File: config.mk
export PLATFORM = sky130hd
export DESIGN_NAME = mmio_bus_bridge
export DESIGN_NICKNAME = d
export VERILOG_FILES = /design/src/rtl/mmio_bus_bridge.sv
export SDC_FILE = /design/constraint.sdc
export NUM_CORES = 1
export LEC_CHECK = 0
export BUFFER_PORTS_ARGS = -buffer_cell sky130_fd_sc_hd__buf_2
export CAP_MARGIN = 25
export CORE_ASPECT_RATIO = 1.1
export CORE_UTILIZATION = 35
export CTS_BUF_LIST = sky130_fd_sc_hd__clkbuf_4 sky130_fd_sc_hd__clkbuf_8
export DETAILED_ROUTE_END_ITERATION = 7
export MAX_ROUTING_LAYER = met4
export PLACE_DENSITY = 0.66
export SLEW_MARGIN = 30
export SYNTH_ARGS = -nofsm -noshare
export SYNTH_HDL_FRONTEND = slang
export SYNTH_SLANG_ARGS = --single-unit
File: constraint.sdc
create_clock -name clk -period 3.6 [get_ports clk]
set_input_delay 0.18 -clock clk [delete_from_list [all_inputs] [get_ports clk]]
set_output_delay 0.18 -clock clk [all_outputs]
set_load 0.01 [all_outputs]
File: src/rtl/mmio_bus_bridge.sv
// Registered req/ack bridge from the core data port to NUM_SLV address windows.
// Define MMIO_BUS_TIMEOUT_EN to end an ACCESS with an error after TIMEOUT cycles without ack.
module mmio_bus_bridge #(
    parameter int DATA_W  = 32,
    parameter int ADDR_W  = 32,
    parameter int NUM_SLV = 3,
    parameter logic [NUM_SLV*ADDR_W-1:0] SLV_BASE  = {32'h4004, 32'h4000, 32'h0},
    parameter logic [NUM_SLV*ADDR_W-1:0] SLV_LIMIT = {32'h4100, 32'h4004, 32'h4000},
    parameter int TIMEOUT = 16
) (
    input  logic                      clk,
    input  logic                      rst_n,
    input  logic                      cpu_req,
    input  logic                      cpu_we,
    input  logic [ADDR_W-1:0]         cpu_addr,
    input  logic [DATA_W-1:0]         cpu_wdata,
    output logic [DATA_W-1:0]         cpu_rdata,
    output logic                      cpu_ready,
    output logic                      cpu_err,
    output logic [NUM_SLV-1:0]        slv_sel,
    output logic                      slv_we,
    output logic [ADDR_W-1:0]         slv_addr,
    output logic [DATA_W-1:0]         slv_wdata,
    input  logic [NUM_SLV*DATA_W-1:0] slv_rdata,
    input  logic [NUM_SLV-1:0]        slv_ack
);

    typedef enum logic [1:0] {IDLE, ACCESS, RESP} state_t;

    if (TIMEOUT < 2 || TIMEOUT > 255) begin : g_timeout_range
        $error("mmio_bus_bridge: TIMEOUT must be within 2..255");
    end

    state_t              state_q, state_d;
    logic [DATA_W-1:0]   cpu_rdata_q, cpu_rdata_d;
    logic                cpu_ready_q, cpu_ready_d;
    logic                cpu_err_q, cpu_err_d;
    logic [NUM_SLV-1:0]  slv_sel_q, slv_sel_d;
    logic                slv_we_q, slv_we_d;
    logic [ADDR_W-1:0]   slv_addr_q, slv_addr_d;
    logic [DATA_W-1:0]   slv_wdata_q, slv_wdata_d;
`ifdef MMIO_BUS_TIMEOUT_EN
    logic [7:0]          tmo_q, tmo_d;
`endif

    logic [NUM_SLV-1:0]  hit_sel;
    logic [ADDR_W-1:0]   hit_off;
    logic [DATA_W-1:0]   sel_rdata;
    logic                ack_hit;

    // Walk windows from the top index down so the lowest matching index wins.
    always_comb begin
        hit_sel = '0;
        hit_off = '0;
        for (int i = NUM_SLV - 1; i >= 0; i--) begin
            if (cpu_addr >= SLV_BASE[i*ADDR_W +: ADDR_W] &&
                cpu_addr <  SLV_LIMIT[i*ADDR_W +: ADDR_W]) begin
                hit_sel = NUM_SLV'(1) << i;
                hit_off = cpu_addr - SLV_BASE[i*ADDR_W +: ADDR_W];
            end
        end
    end

    always_comb begin
        sel_rdata = '0;
        for (int i = 0; i < NUM_SLV; i++) begin
            if (slv_sel_q[i]) sel_rdata |= slv_rdata[i*DATA_W +: DATA_W];
        end
        ack_hit = |(slv_ack & slv_sel_q);
    end

    always_comb begin
        state_d     = state_q;
        cpu_rdata_d = cpu_rdata_q;
        cpu_ready_d = 1'b0;
        cpu_err_d   = 1'b0;
        slv_sel_d   = slv_sel_q;
        slv_we_d    = slv_we_q;
        slv_addr_d  = slv_addr_q;
        slv_wdata_d = slv_wdata_q;
`ifdef MMIO_BUS_TIMEOUT_EN
        tmo_d       = tmo_q;
`endif
        unique case (state_q)
            IDLE: begin
                if (cpu_req) begin
                    if (|hit_sel && cpu_addr[1:0] == 2'b00) begin
                        slv_sel_d   = hit_sel;
                        slv_we_d    = cpu_we;
                        slv_addr_d  = hit_off >> 2;
                        slv_wdata_d = cpu_wdata;
                        state_d     = ACCESS;
`ifdef MMIO_BUS_TIMEOUT_EN
                        tmo_d       = '0;
`endif
                    end else begin
                        cpu_rdata_d = '0;
                        cpu_ready_d = 1'b1;
                        cpu_err_d   = 1'b1;
                        state_d     = RESP;
                    end
                end
            end
            ACCESS: begin
                if (ack_hit) begin
                    cpu_rdata_d = slv_we_q ? '0 : sel_rdata;
                    cpu_ready_d = 1'b1;
                    slv_sel_d   = '0;
                    slv_we_d    = 1'b0;
                    state_d     = RESP;
`ifdef MMIO_BUS_TIMEOUT_EN
                end else if (tmo_q == 8'(TIMEOUT - 1)) begin
                    cpu_rdata_d = '0;
                    cpu_ready_d = 1'b1;
                    cpu_err_d   = 1'b1;
                    slv_sel_d   = '0;
                    slv_we_d    = 1'b0;
                    state_d     = RESP;
                end else begin
                    tmo_d = tmo_q + 8'd1;
`endif
                end
            end
            RESP: begin
                state_d = IDLE;
            end
            default: state_d = IDLE;
        endcase
    end

    always_ff @(posedge clk or negedge rst_n) begin
        if (!rst_n) begin
            state_q     <= IDLE;
            cpu_rdata_q <= '0;
            cpu_ready_q <= 1'b0;
            cpu_err_q   <= 1'b0;
            slv_sel_q   <= '0;
            slv_we_q    <= 1'b0;
            slv_addr_q  <= '0;
            slv_wdata_q <= '0;
`ifdef MMIO_BUS_TIMEOUT_EN
            tmo_q       <= '0;
`endif
        end else begin
            state_q     <= state_d;
            cpu_rdata_q <= cpu_rdata_d;
            cpu_ready_q <= cpu_ready_d;
            cpu_err_q   <= cpu_err_d;
            slv_sel_q   <= slv_sel_d;
            slv_we_q    <= slv_we_d;
            slv_addr_q  <= slv_addr_d;
            slv_wdata_q <= slv_wdata_d;
`ifdef MMIO_BUS_TIMEOUT_EN
            tmo_q       <= tmo_d;
`endif
        end
    end

    assign cpu_rdata = cpu_rdata_q;
    assign cpu_ready = cpu_ready_q;
    assign cpu_err   = cpu_err_q;
    assign slv_sel   = slv_sel_q;
    assign slv_we    = slv_we_q;
    assign slv_addr  = slv_addr_q;
    assign slv_wdata = slv_wdata_q;

endmodule

==> flow_summary_export.csv <==
group,metric,value,unit
logic_synthesis,synthSimpleGateAreaFrac,0.207,
global_routing,grt_pass1_wl,23700,µm
cells_and_area,n_antenna_cell,0,
place,hpwl,11300,µm
power_and_ir_drop,p_int,1.59,mW
power_and_ir_drop,seq_power_share,0.545,
global_routing,gr-total-overflow,0,
logic_synthesis,synth-compound-area-share,0.130,
critical_path,r2r_slack,1.23,ns
power_and_ir_drop,net-switching-power,0.517,mW
critical_path,start_kind,"input port",
route,final_antenna_net_count,0,
cells_and_area,seqCellArea,2550,µm²
place,place_ws,0.869,ns
critical_path,critPathKind,"input port to register",
logic_synthesis,synth.avg_cell_area,10.0,µm²
logic_synthesis,syn-instance-count,482,
sta,min_period,2.47,ns
logic_synthesis,synth_area,4840,µm²
critical_path,critPathRequiredTime,3.92,ns
global_routing,grt_pass1_vias,4849,
route,drt-vias-per-instance,5.06,
place,gp_congestion,0.993,
sta,fin_skew,0.00772,ns
route,drt-initial-drc-count,220,
floorplanning,die_height,125,µm
cells_and_area,area_growth,42.1,%
global_routing,grt_max_degree,43,
cells_and_area,final_util,0.516,
sta,setup_violations,0,
power_and_ir_drop,finalPower,2.10,mW
sta,rsz0062_at_grt,"no",
critical_path,worstPathArrival,2.79,ns
cts,cts_tree,"built",
logic_synthesis,synth_cell_types,44,
status,status,"complete, no violations",
floorplanning,ios,269,
job,max-cap-violations,0,
cells_and_area,layout.nets,938,
floorplanning,start_util,0.363,
logic_synthesis,synth-seq-cells,102,
power_and_ir_drop,vdd.ir_drop.worst,0.150,mV
sta,hold_violations,0,
floorplanning,dieWidth,114,µm
floorplanning,core,13300,µm²
route,routed_wl,15200,µm
logic_synthesis,synth_xor_area_frac,0.0127,
sta,worst_slew_pin_slew,0.731,ns
critical_path,end_kind,"register",
cts,path_clk_slew,0.11,ns
logic_synthesis,synthMuxAreaShare,0.0768,
power_and_ir_drop,switching_share,0.246,
sta,whs,0.0191,ns
cts,h-tree-depth,3,
cells_and_area,multi_input_area,2160,µm²
logic_synthesis,yosys.area.top_type,"dfrtp_1",
route,firstDrtPassIters,6,
logic_synthesis,yosysTopAreaCellShare,0.527,
sta,fin_ws,1.13,ns
logic_synthesis,yosys-top-cells-area,"dfrtp_1, nand2_1, mux2_2, a222oi_1, nor2_1",
global_routing,track_usage,0.220,
power_and_ir_drop,power_density,306,nW/µm²
worst_hold_path,hp-class,"input port to register",
power_and_ir_drop,p_clk_frac,0.355,
sta,finalMaxSlewViolations,0,
critical_path,path_max_fanout,7,
cells_and_area,fillerInstances,1246,
logic_synthesis,synth_top_family_by_area,"simple AND/OR/NAND/NOR gates",
global_routing,antenna_found_initial,0,
logic_synthesis,yosys.area_share.adder,0.0129,
route,num_vias,4828,
logic_synthesis,ys_warn_count,0,
sta,fin_crit_sh,0.687,
floorplanning,die_area,14300,µm²
cts,clk_path_buf_depth,2,
floorplanning,rows,44,
sta,slew_headroom,0.511,
cts,numCtsBuffers,9,
route,detail_route.wl_per_cell,15.9,µm
cts,insertion_delay,0.37,ns
cts,cts_sinks,102,
logic_synthesis,seq_area_frac_synth,0.527,
sta,max_freq,0.405,GHz
cts,root_buffer,"clkbuf_8",
cts,cts_setup_buffers,0,
sta,fin_tns_setup,0,ns
power_and_ir_drop,combPwrFrac,0.099,
route,route.detailed.drc,0,
place,port_buffers,266,
cells_and_area,drive_above_1_share,0.442,
power_and_ir_drop,cellLeakagePower,3.77,nW
-- synth_stat cells, drive strengths merged --
master and n:
nor4 6, a31oi 3, or4 6, a222oi 33
mux2 33, o211ai 3, nor2 45, nand4 1
a2111oi 1, and2 8, o21ai 10, a21oi 9
a21boi 1, nand2b 5, a21o 4, dfrtp 102
or4bb 1, nor3 6, a211oi 2, clkbuf 22
nand2 116, o21a 4, nor2b 1, or3 1
o41ai 2, nor3b 3, or2 5, a41oi 1
xnor2 7, conb 1, nor4b 2, o31ai 2
inv 5, o41a 1, ha 5, buf 10
o21bai 1, nand3 12, or3b 2
-- registers in the layout (all words and copies together) (netlist names) --
register   count
cpu_err        1
cpu_rdata     32
cpu_ready      1
slv_addr      30
slv_sel        3
slv_wdata     32
slv_we         1
state_q        2
-- per-layer routing --
metal	vias to the layer above	wire length (µm)	global-route usage
li1	2283	-	-
met2	241	7590	0.382
met4	0	430	0.0917
met5	-	0	-
met3	29	977	0.0407
met1	2275	6170	0.246
-- area by class of cell --
type                            instances  share of cell area
Clock inverter                          7              0.0115
Multi-Input combinational cell        344               0.313
Tap cell                              184              0.0335
Inverter                                5             0.00273
Timing Repair Buffer                  304               0.250
Clock buffer                            9              0.0180
Sequential cell                       102               0.371
-- final timing paths --
check | startpoint | endpoint | depth (start not counted)
worst max-delay path | cpu_addr[15] | slv_addr[21] | 9
worst min-delay path | cpu_wdata[16] | slv_wdata[16] | 3
worst max register to register | state_q[1] | slv_addr[6] | 6
worst min register to register | slv_wdata[5] | slv_wdata[5] | 2
max in group asynchronous | rst_n | cpu_rdata[31] | 3
min in group asynchronous | rst_n | cpu_rdata[18] | 2
-- placed cells by master, fill, tap and decap left out, types with 8 or more instances in the layout --
master and n:
a222oi_1 33, and2_1 8, buf_2 265, buf_4 10, clkbuf_8 9, dfrtp_1 102, dlygate4sd3_1 27, mux2_2 33
nand2_1 116, nand3_1 12, nor2_1 45, o21ai_0 10
-- critical path: stages --
cell	delay (ns)
buf_2	0.12
inv_1	0.14
ha_1	0.25
or4bb_1	0.45
o41ai_1	0.55
nor4b_4	0.49
a21oi_1	0.10
a211oi_2	0.38
a21o_1	0.14
-- power groups by stage --
stage	logic (mW)	clock network, mW	registers, mW
4_1_cts	0.209	0.779	1.15
6_report	0.209	0.748	1.15
5_1_grt	0.228	0.822	1.15
2_1_floorplan	0.0485	0	1.17
3_5_place_dp	0.186	0	1.17
3_3_place_gp	0.182	0	1.17
-- logic make-up (layout without fill, tap and decap cells) --
| group | Yosys count | after routing |
|---|---|---|
| and+or+nand+nor | 220 | 220 |
| DFF | 102 | 102 |
| AOI/OAI and AO/OA | 77 | 77 |
| buffers and inverters | 37 | 325 |
| muxes | 33 | 33 |
| xor gates and xnor gates | 7 | 7 |
| adders and majority gates | 5 | 5 |
| other | 1 | 2 |
-- through the flow --
stage	instance area, µm²	cells
floorplan	4840	483
global placement	6380	911
detailed placement	6380	911
CTS	6850	954
global route	6880	955
finish	6880	955
-- timing repair --
item,4_1_cts,5_1_grt
resized for setup,0,0
endpoints found under the hold margin,61,0
hold buffers,27,0
(Power assumes the default switching activity.)
